File: config.mk
export PLATFORM = sky130hd
export DESIGN_NAME = multicycle_control
export DESIGN_NICKNAME = d
export VERILOG_FILES = /design/src/rtl/multicycle_control.sv
export SDC_FILE = /design/constraint.sdc
export NUM_CORES = 1
export LEC_CHECK = 0
export ABC_AREA = 1
export CAP_MARGIN = 20
export CORE_MARGIN = 2
export CORE_UTILIZATION = 32
export CTS_BUF_LIST = sky130_fd_sc_hd__clkbuf_8
export DETAILED_ROUTE_END_ITERATION = 16
export PLACE_DENSITY = 0.72
export SETUP_SLACK_MARGIN = 0.1
export SLEW_MARGIN = 30
export SYNTH_ARGS = -nofsm -noshare
export SYNTH_HDL_FRONTEND = slang
export SYNTH_SLANG_ARGS = --single-unit
File: constraint.sdc
create_clock -name clk -period 1.3 [get_ports clk]
set_input_delay 0.39 -clock clk [delete_from_list [all_inputs] [get_ports clk]]
set_output_delay 0.39 -clock clk [all_outputs]
set_load 0.005 [all_outputs]
File: src/rtl/multicycle_control.sv
// Main control FSM of the multi-cycle RV32I core: sequences fetch, decode, execute,
// memory and writeback one state per clock and drives every datapath select.
module multicycle_control #(
   parameter int STATE_W = 4
) (
   input  logic               clk,
   input  logic               reset,
   input  logic [6:0]         opcode,
   output logic               pc_write,
   output logic               pc_write_cond,
   output logic [1:0]         pc_source,
   output logic               iord,
   output logic               mem_read,
   output logic               mem_write,
   output logic               ir_write,
   output logic [1:0]         mem_to_reg,
   output logic               reg_write,
   output logic [1:0]         alu_src_a,
   output logic [1:0]         alu_src_b,
   output logic [1:0]         alu_op,
   output logic               instr_done,
   output logic [STATE_W-1:0] state
);

   localparam logic [6:0] OP_LOAD   = 7'b0000011;
   localparam logic [6:0] OP_STORE  = 7'b0100011;
   localparam logic [6:0] OP_RTYPE  = 7'b0110011;
   localparam logic [6:0] OP_ITYPE  = 7'b0010011;
   localparam logic [6:0] OP_BRANCH = 7'b1100011;
   localparam logic [6:0] OP_JAL    = 7'b1101111;

   typedef enum logic [STATE_W-1:0] {
      FETCH    = STATE_W'(0),
      DECODE   = STATE_W'(1),
      MEMADR   = STATE_W'(2),
      MEMREAD  = STATE_W'(3),
      MEMWB    = STATE_W'(4),
      MEMWRITE = STATE_W'(5),
      EXEC_R   = STATE_W'(6),
      EXEC_I   = STATE_W'(7),
      ALUWB    = STATE_W'(8),
      BRANCH   = STATE_W'(9),
      JAL      = STATE_W'(10)
   } stateT;

   stateT currentState;
   stateT nextState;
   logic  isLoad;

   // isLoad remembers the load/store choice so MEMADR never looks at opcode again
   always_ff @(posedge clk or posedge reset) begin
      if (reset) begin
         currentState <= FETCH;
         isLoad       <= 1'b0;
      end else begin
         currentState <= nextState;
         if (currentState == DECODE) begin
            isLoad <= (opcode == OP_LOAD);
         end
      end
   end

   always_comb begin
      nextState     = FETCH;
      pc_write      = 1'b0;
      pc_write_cond = 1'b0;
      pc_source     = 2'b00;
      iord          = 1'b0;
      mem_read      = 1'b0;
      mem_write     = 1'b0;
      ir_write      = 1'b0;
      mem_to_reg    = 2'b00;
      reg_write     = 1'b0;
      alu_src_a     = 2'b00;
      alu_src_b     = 2'b00;
      alu_op        = 2'b00;
      instr_done    = 1'b0;
      case (currentState)
         FETCH: begin
            mem_read  = 1'b1;
            ir_write  = 1'b1;
            alu_src_b = 2'b01;
            pc_write  = 1'b1;
            nextState = DECODE;
         end
         DECODE: begin
            alu_src_b = 2'b10;
            case (opcode)
               OP_LOAD, OP_STORE: nextState = MEMADR;
               OP_RTYPE:          nextState = EXEC_R;
               OP_ITYPE:          nextState = EXEC_I;
               OP_BRANCH:         nextState = BRANCH;
               OP_JAL:            nextState = JAL;
               default:           instr_done = 1'b1;
            endcase
         end
         MEMADR: begin
            alu_src_a = 2'b01;
            alu_src_b = 2'b10;
            nextState = isLoad ? MEMREAD : MEMWRITE;
         end
         MEMREAD: begin
            mem_read  = 1'b1;
            iord      = 1'b1;
            nextState = MEMWB;
         end
         MEMWB: begin
            reg_write  = 1'b1;
            mem_to_reg = 2'b01;
            instr_done = 1'b1;
         end
         MEMWRITE: begin
            mem_write  = 1'b1;
            iord       = 1'b1;
            instr_done = 1'b1;
         end
         EXEC_R: begin
            alu_src_a = 2'b01;
            alu_op    = 2'b10;
            nextState = ALUWB;
         end
         EXEC_I: begin
            alu_src_a = 2'b01;
            alu_src_b = 2'b10;
            alu_op    = 2'b11;
            nextState = ALUWB;
         end
         ALUWB: begin
            reg_write  = 1'b1;
            instr_done = 1'b1;
         end
         BRANCH: begin
            alu_src_a     = 2'b01;
            alu_op        = 2'b01;
            pc_write_cond = 1'b1;
            pc_source     = 2'b01;
            instr_done    = 1'b1;
         end
         JAL: begin
            // PC already advanced to PC+4 in FETCH, so that is the link value
            pc_write   = 1'b1;
            pc_source  = 2'b01;
            reg_write  = 1'b1;
            mem_to_reg = 2'b10;
            instr_done = 1'b1;
         end
         default: ;
      endcase
   end

   assign state = currentState;

endmodule

==> results.md, run 1 <==
- maximum number of pins on one net before global-route repair: 6
- growth of design area from synthesis to finish: 144%
- maximum fanout count along the critical path: 4
- power share of the combinational group: 63.1%
- class of the worst hold path: primary input to asynchronous set/reset pin
- summed negative setup slack over all endpoints: -6.54 ns
- pwr/cell area: 1060 nW/um^2
- standard-cell row count: 14
- count of inserted antenna diode cells: 0
- Remaining Overflow, GRT: 0
- filler instances: 100
- post-synthesis instance total: 93
- share of the yosys chip area belonging to registers: 24.9%
- peak ir drop on the vdd network: 0.00123 V
- first-pass GRT wire length: 3260 microns
- combined flip-flop and latch cell area: 129 sq um
- global routing usage summed across all routing layers: 22.9%
- Wirelength per Cell: 11.4 microns
- die footprint: 1900 sq um
- total iterations of the first detailed-routing run: 4
- highest clock rate: 0.573 GHz
- number of input and output port buffers inserted: 28
- share of power burned in the clock network: 21.6%
- DRC errors left: 0
- Die Span X: 43.6 microns
- arrival time at the worst endpoint: 1.35 ns
- critical path class: flop to output pin
- outcome: finished, violations left
- buffer depth of the longest clock path: 2
- most used cells in the layout excluding fill and tap cells: nand2_1, buf_6, buf_4, nand2_2, inv_1
- endpoint type of the worst setup path: output pin
- clock transition time at the flip-flop clock pins of the worst setup and hold paths: 0.04 ns
- Die Ht: 43.6 microns
- clock sink count: 5
- total power consumption of the routed design: 1.30 mW
- IO Count: 31
- count of H-tree levels built during CTS: 1
- final core occ: 82.4%
- final clock skew: 0.00795 ns
- number of hold buffers added after CTS: 0
- total of max-cap violations: 0
- Final nets: 168
- routed wire length: 1980 microns
- initial antenna violation count: 0
- total of endpoints with negative setup slack in the final report: 21
- sequential cell fraction of total power: 15.3%
- leakage power summed over all cells: 0.771 nW
- switching power as a share of total power: 37.8%
- area occupied by multi-input gates: 394 sq um
- Tcrit/Tclk final: 134%
- average via count per standard cell: 4.48
- number of violations reported at the end of detailed-routing iteration 0: 3
- total vias in the final route: 779
- internal power component: 0.808 mW
- TritonCTS clock tree: yes
- synthesized area: 503 sq um
- Max Transition Viols Final: 0
- Final ANT Viol Nets: 0
- Yosys Warn Count: 0
- vias in the first global route: 791
- HPWL reported at the end of detailed placement: 1200 microns
- net switching power figure: 0.492 mW
- shortest clock period the worst path allows after layout: 1.74 ns
- cell depth of the worst flop-to-flop path: 9
- total clock buffers created by CTS: 3
- fraction of layout cells with a size suffix above 1: 62.0%
- clock tree root buffer cell: clkbuf_8
- category of the worst setup path launch point: flop
- Final Wtd Congestion: 0.781
- average footprint of a synthesized cell: 5.41 sq um
- setup ws final: -0.445 ns
- total of flip-flops plus latches after synthesis: 5
- Unique masters post-synth: 17
- clock latency at the later pin of the worst-skew pair: 0.22 ns
- RSZ-0062 raised after global routing: yes
- Core Box Area: 1490 sq um
- number of hold violations in the final report: 0
- worst endpoint required time: 0.91 ns
- violated checks: negative setup slack
- starting utilization of the core area: 33.8%
[power by group through the flow]
| stage | logic, mW | clock network, mW | registers [mW] |
|---|---|---|---|
| 2_1_floorplan | 0.273 | 0 | 0.205 |
| 3_3_place_gp | 0.670 | 0 | 0.194 |
| 3_5_place_dp | 0.677 | 0 | 0.195 |
| 4_1_cts | 0.726 | 0.289 | 0.196 |
| 5_1_grt | 0.876 | 0.301 | 0.201 |
| 6_report | 0.820 | 0.280 | 0.199 |
[Yosys cell counts]
library cell,count,share of area (%)
conb_1,1,0.75
clkinv_1,1,0.75
o211ai_1,1,1.5
nand2_2,1,1.2
o21bai_1,1,1.5
inv_2,1,0.75
inv_4,1,1.2
nand3_1,6,6.0
dfrtp_1,5,25
buf_4,3,4.5
nand2_1,38,28
inv_1,19,14
o21ai_2,1,1.7
nor2_4,1,2.2
a21oi_1,1,0.99
nor2_2,1,1.2
nor2_1,11,8.2
[sequential cells by signal, indices dropped and copies added, names as in the netlist]
name	count
isLoad	1
state	4
[critical path, cell delays in order (launching register included)]
cell	delay, ns
dfrtp_2	0.46
nor2_4	0.17
buf_6	0.13
nand2_4	0.05
inv_4	0.06
nand2_2	0.05
clkinv_2	0.04
nand2_1	0.04
nand2_1	0.05
buf_2	0.10
[cell type report]
cell class | instances | share of cell area (%)
clock buffer | 3 | 3.36
sequential | 5 | 10.5
multi-input combinational | 64 | 32.1
inverter | 22 | 7.03
clock inverter | 1 | 0.306
timing repair buffer | 63 | 45.1
tap | 16 | 1.63
[logic make-up after synthesis]
logic type | count (synthesis) | synth area share (%)
other | 1 | 0.746
buffers and inverters | 25 | 21.4
AND/OR/NAND/NOR | 58 | 47.3
flip-flops | 5 | 24.9
AO/OA/AOI/OAI | 4 | 5.72
[metrics by stage]
stage / hold slack, ns / cell area [sq um] / std cells / setup WS, ns
global route: 0.403 / 1230 / 174 / -0.497
finish: 0.381 / 1230 / 174 / -0.445
floorplan: 0.168 / 520 / 94 / -0.00351
CTS: 0.371 / 1180 / 174 / -0.419
global placement: 0.466 / 918 / 151 / -0.831
detailed placement: 0.492 / 918 / 151 / -0.859
[final timing paths]
kind                                          from                 end  slack, ns
worst min register to register  isLoad$_DFFE_PP0P_  state[1]$_DFF_PP0_       0.48
worst max-delay path            state[2]$_DFF_PP0_          instr_done      -0.44
worst min-delay path                         reset  state[0]$_DFF_PP0_       0.38
min in group clk                isLoad$_DFFE_PP0P_  state[1]$_DFF_PP0_       0.48
max in group asynchronous                    reset  state[2]$_DFF_PP0_       0.72
worst max register to register  state[2]$_DFF_PP0_  state[2]$_DFF_PP0_      -0.08
[per-layer routing]
| metal | global-route usage, % | share of wire (%) | routed length, microns | vias to the layer above |
|---|---|---|---|---|
| met5 | 0 | 0 | 0 | - |
| met4 | 4.85 | 0 | 0 | 0 |
| li1 | - | - | - | 395 |
| met2 | 47.6 | 59 | 1160 | 25 |
| met3 | 5.42 | 4.3 | 84 | 0 |
| met1 | 21.8 | 37 | 728 | 359 |
[timing repair]
item | 4_1_cts | 5_1_grt
setup buffers | 26 | 9
resized for setup | 130 | 23
cloned | 0 | 0
setup endpoints to repair | 24 | 24
pin swaps | 21 | 13
Power figures use the tool's default switching activity.
==> inputs of run 2 (changes only) <==
Settings changed: SETUP_SLACK_MARGIN 0.1 to 0.3.
==> results.md, run 2 (same netlist as run 1, synthesis figures left out) <==
- outcome: finished, violations left, unchanged
- violated checks: negative setup slack, unchanged
- worst endpoint required time: 0.91 ns, about the same
- shortest clock period the worst path allows after layout: 1.88 ns, was 1.74 ns
- final clock skew: 0.00969 ns, was 0.00795 ns
- Remaining Overflow, GRT: 0, unchanged
- maximum number of pins on one net before global-route repair: 7, was 6
- crit-path most repeated cell: nand2_1, unchanged
- RSZ-0062 raised after global routing: yes, unchanged
- Core Box Area: 1490 sq um, unchanged
- critical path class: flop to output pin, unchanged
- most frequent standard cell in the layout excluding fill and tap cells: buf_6
- Final ANT Viol Nets: 0, unchanged
- maximum fanout count along the critical path: 4, unchanged
- total iterations of the first detailed-routing run: 5, was 4
- Final Wtd Congestion: 0.800, was 0.781
- Wirelength per Cell: 16.9 microns, was 11.4 microns
- number of input and output port buffers inserted: 28, unchanged
- endpoint type of the worst setup path: output pin, unchanged
- class of the worst hold path: primary input to asynchronous set/reset pin, unchanged
- total of endpoints with negative setup slack in the final report: 23, was 21
- placed cell count: 150, was 151
- destination of the worst register-to-register timing path: state[2]$_DFF_PP0_, unchanged
- peak ir drop on the vdd network: 0.00116 V, was 0.00123 V
- highest clock rate: 0.531 GHz, was 0.573 GHz
- Die Ht: 43.6 microns, unchanged
- leakage power summed over all cells: 0.842 nW, was 0.771 nW
- count of inserted antenna diode cells: 0, unchanged
- TritonCTS clock tree: yes, unchanged
- average via count per standard cell: 5.14, was 4.48
- number of violations reported at the end of detailed-routing iteration 0: 26, was 3
- setup slack after placement: -0.856 ns, was -0.859 ns
- arrival time at the worst endpoint: 1.49 ns, was 1.35 ns
- most used cells in the layout excluding fill and tap cells: buf_6, nand2_2, nand2_1, buf_4, buf_2, was nand2_1, buf_6, buf_4, nand2_2, inv_1
- pwr/cell area: 1040 nW/um^2, was 1060 nW/um^2
- clock transition time at the flip-flop clock pins of the worst setup and hold paths: 0.04 ns, about the same
- delay-heaviest family, CP: flip-flops, unchanged
- clock sink count: 5, unchanged
- cell depth of the worst flop-to-flop path: 7, was 9
- clock latency at the later pin of the worst-skew pair: 0.23 ns, was 0.22 ns
- Finished Layout Cells: 179, was 174
- Die Span X: 43.6 microns, unchanged
- count of H-tree levels built during CTS: 1, unchanged
- worst path cell trace: nor2_4 -> buf_6 -> nand2_4 -> inv_4 -> nand2_2 -> clkinv_1 -> nand2_1 -> nand2_1 -> buf_2, was nor2_4 -> buf_6 -> nand2_4 -> inv_4 -> nand2_2 -> clkinv_2 -> nand2_1 -> nand2_1 -> buf_2
- global routing usage summed across all routing layers: 27.8%, was 22.9%
- final core occ: 91.3%, was 82.4%
- setup ws final: -0.585 ns, was -0.445 ns
- total clock buffers created by CTS: 3, unchanged
- Worst path slowest cell: dfrtp_2, unchanged
- HPWL reported at the end of detailed placement: 1200 microns, about the same
- standard-cell row count: 14, unchanged
- total vias in the final route: 920, was 779
- category of the worst setup path launch point: flop, unchanged
- combined buffer and inverter count along the critical path: 4, unchanged
- Final nets: 173, was 168
- total power consumption of the routed design: 1.41 mW, was 1.30 mW
- starting utilization of the core area: 33.8%, unchanged
- Worst R2R Start: state[2]$_DFF_PP0_, unchanged
- worst reg2reg setup slack: 0.03 ns, was -0.08 ns
- total of max-cap violations: 0, unchanged
- IO Count: 31, unchanged
- buffer depth of the longest clock path: 2, unchanged
- clock tree root buffer cell: clkbuf_8, unchanged
- first-pass GRT wire length: 3870 microns, was 3260 microns
- Largest stage delay, worst path: 0.47 ns, was 0.46 ns
- vias in the first global route: 896, was 791
- summed negative setup slack over all endpoints: -7.23 ns, was -6.54 ns
- initial antenna violation count: 0, unchanged
- growth of design area from synthesis to finish: 170%, was 144%
- DRC errors left: 0, unchanged
- routed wire length: 3030 microns, was 1980 microns
- number of flip-flops in the largest register: 4, unchanged
- number of hold violations in the final report: 0, unchanged
- die footprint: 1900 sq um, unchanged
- fraction of layout cells with a size suffix above 1: 73.6%, was 62.0%
- Max Transition Viols Final: 0, unchanged
- Tcrit/Tclk final: 145%, was 134%
-- run 2: changes by cell type in the layout (fill, tap and decap cells not counted), moves of 2 or more --
cell / before / now
nand2_4: 3 / 5
buf_4: 21 / 17
buf_8: 0 / 2
buf_2: 9 / 12
dlygate4sd2_1: 8 / 3
nand2_1: 24 / 17
inv_1: 12 / 10
inv_4: 1 / 3
clkdlybuf4s15_2: 0 / 2
buf_6: 24 / 30
nand2_2: 12 / 17
nor2_1: 7 / 5
-- run 2: worst reg2reg max path, stage by stage, from the launching register on --
cell and delay, ns:
dfrtp_2 0.47, nor2_4 0.15, buf_6 0.12, nand2_4 0.06, buf_4 0.14, nor2_4 0.13, nand2_2 0.07, nand3_2 0.07
-- run 2: layer usage --
metal  part of all wire [%]  up-vias  GRT usage (%)
li1                       -      405              -
met1                     33      437           26.3
met2                     57       66           54.7
met3                    6.7       12           4.58
met4                    2.5        0           15.8
met5                      0        -              0
-- run 2: worst max-delay path by stage --
stage                  startpoint            to  cells past startpoint
3_3_place_gp            opcode[2]    instr_done                      8
6_report       state[2]$_DFF_PP0_    instr_done                      9
5_1_grt        state[2]$_DFF_PP0_    instr_done                      9
3_5_place_dp            opcode[3]    instr_done                      8
2_1_floorplan  state[2]$_DFF_PP0_    instr_done                      7
4_1_cts        state[3]$_DFF_PP0_  alu_src_a[0]                      7
-- run 2: metrics by stage --
step / area, sq um / hold WS, ns
after global placement: 911 / 0.464
after floorplan: 520 / 0.168
after detailed placement: 911 / 0.472
after global routing: 1360 / 0.443
final: 1360 / 0.402
after CTS: 1260 / 0.393
-- run 2: report_power, final --
group | internal [mW] | total (mW) | switching [mW]
registers | 0.177 | 0.205 | 0.0285
logic | 0.436 | 0.904 | 0.467
clock network | 0.204 | 0.300 | 0.0953
-- run 2: what timing repair did --
action / CTS / global route
setup endpoints to repair: 25 / 25
pin swaps: 24 / 16
hold buffers: 0 / 0
gates resized for setup: 151 / 30
hold endpoints to repair: 0 / 0
buffers inserted: 22 / 3
-- run 2: cell type report --
class                           count  area [sq um]
Clock buffer                        3          41.3
Clock inverter                      1          3.75
Fill cell                          54           130
Inverter                           22          90.1
Multi-Input combinational cell     64           455
Sequential cell                     5           129
Tap cell                           16          20.0
Timing Repair Buffer               68           619
==> inputs of run 3 (changes only) <==
Settings changed: CAP_MARGIN 20 to unset, RECOVER_POWER set to 100.
==> results.md, run 3 (same netlist as run 1, synthesis figures left out) <==
- outcome: finished, violations left, unchanged
- violated checks: negative setup slack, unchanged
- clock tree root buffer cell: clkbuf_8, unchanged
- total of endpoints with negative setup slack in the final report: 23, unchanged
- starting utilization of the core area: 33.8%, unchanged
- Final nets: 173, unchanged
- Hold Worst Slack: 0.532 ns, was 0.402 ns
- most used cells in the layout excluding fill and tap cells: buf_6, nand2_2, nand2_1, buf_4, buf_2, unchanged
- count of H-tree levels built during CTS: 1, unchanged
- Wirelength per Cell: 16.8 microns, was 16.9 microns
- first-pass GRT wire length: 3870 microns, unchanged
- maximum fanout count along the critical path: 4, unchanged
- global routing usage summed across all routing layers: 27.8%, unchanged
- number of violations reported at the end of detailed-routing iteration 0: 24, was 26
- number of hold buffers added after CTS: 0, unchanged
- routed wire length: 3000 microns, was 3030 microns
- average via count per standard cell: 5.13, was 5.14
- setup ws final: -0.569 ns, was -0.585 ns
- vias in the first global route: 896, unchanged
- leakage power summed over all cells: 0.842 nW, about the same
- total clock buffers created by CTS: 3, unchanged
- Worst R2R Start: state[2]$_DFF_PP0_, unchanged
- arrival time at the worst endpoint: 1.48 ns, was 1.49 ns
- Die Ht: 43.6 microns, unchanged
- clock transition time at the flip-flop clock pins of the worst setup and hold paths: 0.05 ns, was 0.04 ns
- count of inserted antenna diode cells: 0, unchanged
- peak ir drop on the vdd network: 0.00116 V, about the same
- crit-path most repeated cell: nand2_1, unchanged
- destination of the worst register-to-register timing path: state[2]$_DFF_PP0_, unchanged
- worst reg2reg setup slack: 0.03 ns, about the same
- delay-heaviest family, CP: flip-flops, unchanged
- most frequent standard cell in the layout excluding fill and tap cells: buf_6, unchanged
- standard-cell row count: 14, unchanged
- class of the worst hold path: flop to flop, was primary input to asynchronous set/reset pin
- growth of design area from synthesis to finish: 170%, unchanged
- critical path class: flop to output pin, unchanged
- fraction of layout cells with a size suffix above 1: 73.6%, unchanged
- Max Transition Viols Final: 0, unchanged
- number of hold violations in the final report: 0, unchanged
- final clock skew: 0.0104 ns, was 0.00969 ns
- RSZ-0062 raised after global routing: yes, unchanged
- HPWL reported at the end of detailed placement: 1200 microns, unchanged
- shortest clock period the worst path allows after layout: 1.87 ns, was 1.88 ns
- maximum number of pins on one net before global-route repair: 7, unchanged
- Worst Hold Launch: isLoad$_DFFE_PP0P_
- Core Box Area: 1490 sq um, unchanged
- Final ANT Viol Nets: 0, unchanged
- Tcrit/Tclk final: 144%, was 145%
- worst path cell trace: nor2_4 -> buf_6 -> nand2_4 -> inv_4 -> nand2_2 -> clkinv_1 -> nand2_1 -> nand2_1 -> buf_2, unchanged
- total vias in the final route: 918, was 920
- TritonCTS clock tree: yes, unchanged
- total of max-cap violations: 0, unchanged
- Largest stage delay, worst path: 0.47 ns, about the same
- number of flip-flops in the largest register: 4, unchanged
- combined buffer and inverter count along the critical path: 4, unchanged
- Hold EP: state[1]$_DFF_PP0_
- worst endpoint required time: 0.91 ns, about the same
- number of instances on the worst hold path: 2
- Worst path slowest cell: dfrtp_2, unchanged
- initial antenna violation count: 0, unchanged
- clock latency at the later pin of the worst-skew pair: 0.23 ns, about the same
- Remaining Overflow, GRT: 0, unchanged
- clock sink count: 5, unchanged
- cell depth of the worst flop-to-flop path: 7, unchanged
- summed negative setup slack over all endpoints: -7.22 ns, was -7.23 ns
- buffer depth of the longest clock path: 2, unchanged
- Die Span X: 43.6 microns, unchanged
- number of input and output port buffers inserted: 28, unchanged
- highest clock rate: 0.535 GHz, was 0.531 GHz
- DRC errors left: 0, unchanged
- endpoint type of the worst setup path: output pin, unchanged
- pwr/cell area: 1030 nW/um^2, was 1040 nW/um^2
- IO Count: 31, unchanged
- total iterations of the first detailed-routing run: 6, was 5
- die footprint: 1900 sq um, unchanged
- category of the worst setup path launch point: flop, unchanged
- Final Wtd Congestion: 0.800, unchanged
run 3: power breakdown:
| group | switching (mW) | internal [mW] | leakage [nW] |
|---|---|---|---|
| Clock | 0.0963 | 0.204 | 0.0269 |
| Combinational | 0.463 | 0.436 | 0.752 |
| Sequential | 0.0285 | 0.177 | 0.0627 |
run 3: repair_timing:
item / in CTS / in global routing
pin swaps: 24 / 16
gates resized for setup: 151 / 30
buffers inserted: 22 / 3
setup endpoints to repair: 25 / 25
run 3: final cells by class:
cell class              instances  area (sq um)
fillers                        54           130
clock inverters                 1          3.75
repair buffers                 68           619
well taps                      16          20.0
flip-flops and latches          5           129
inverters                      22          90.1
clock buffers                   3          41.3
multi-input cells              64           455
run 3: worst max path at each step:
stage	start	end	slack [ns]	depth (start not counted)
floorplan	state[2]$_DFF_PP0_	instr_done	-0.004	7
global placement	opcode[2]	instr_done	-0.83	8
detailed placement	opcode[3]	instr_done	-0.86	8
CTS	state[3]$_DFF_PP0_	alu_src_a[0]	-0.43	7
global route	state[2]$_DFF_PP0_	instr_done	-0.65	9
finish	state[2]$_DFF_PP0_	instr_done	-0.57	9
run 3: worst min-delay path, cell delays in order (launching register included):
cell and delay [ns]:
dfrtp_1 0.35, nand2_1 0.07, nand2_1 0.08
run 3: per-layer routing:
metal	GRT usage [%]	vias to the layer above	wire (microns)
met5	0	-	0
met4	15.8	0	80
met3	4.58	14	203
met2	54.7	66	1730
met1	26.3	433	988
li1	-	405	-
run 3: per-stage QoR:
| step | utilization [%] | worst slack [ns] | std cells | power (mW) | cell area [sq um] |
|---|---|---|---|---|---|
| detailed placement | 61.2 | -0.856 | 150 | 0.874 | 911 |
| global placement | 61.2 | -0.831 | 150 | 0.865 | 911 |
| finish | 91.3 | -0.569 | 179 | 1.40 | 1360 |
| floorplan | - | -0.00351 | 94 | 0.478 | 520 |
| global route | 91.3 | -0.650 | 179 | 1.49 | 1360 |
| CTS | 84.6 | -0.433 | 176 | 1.23 | 1260 |
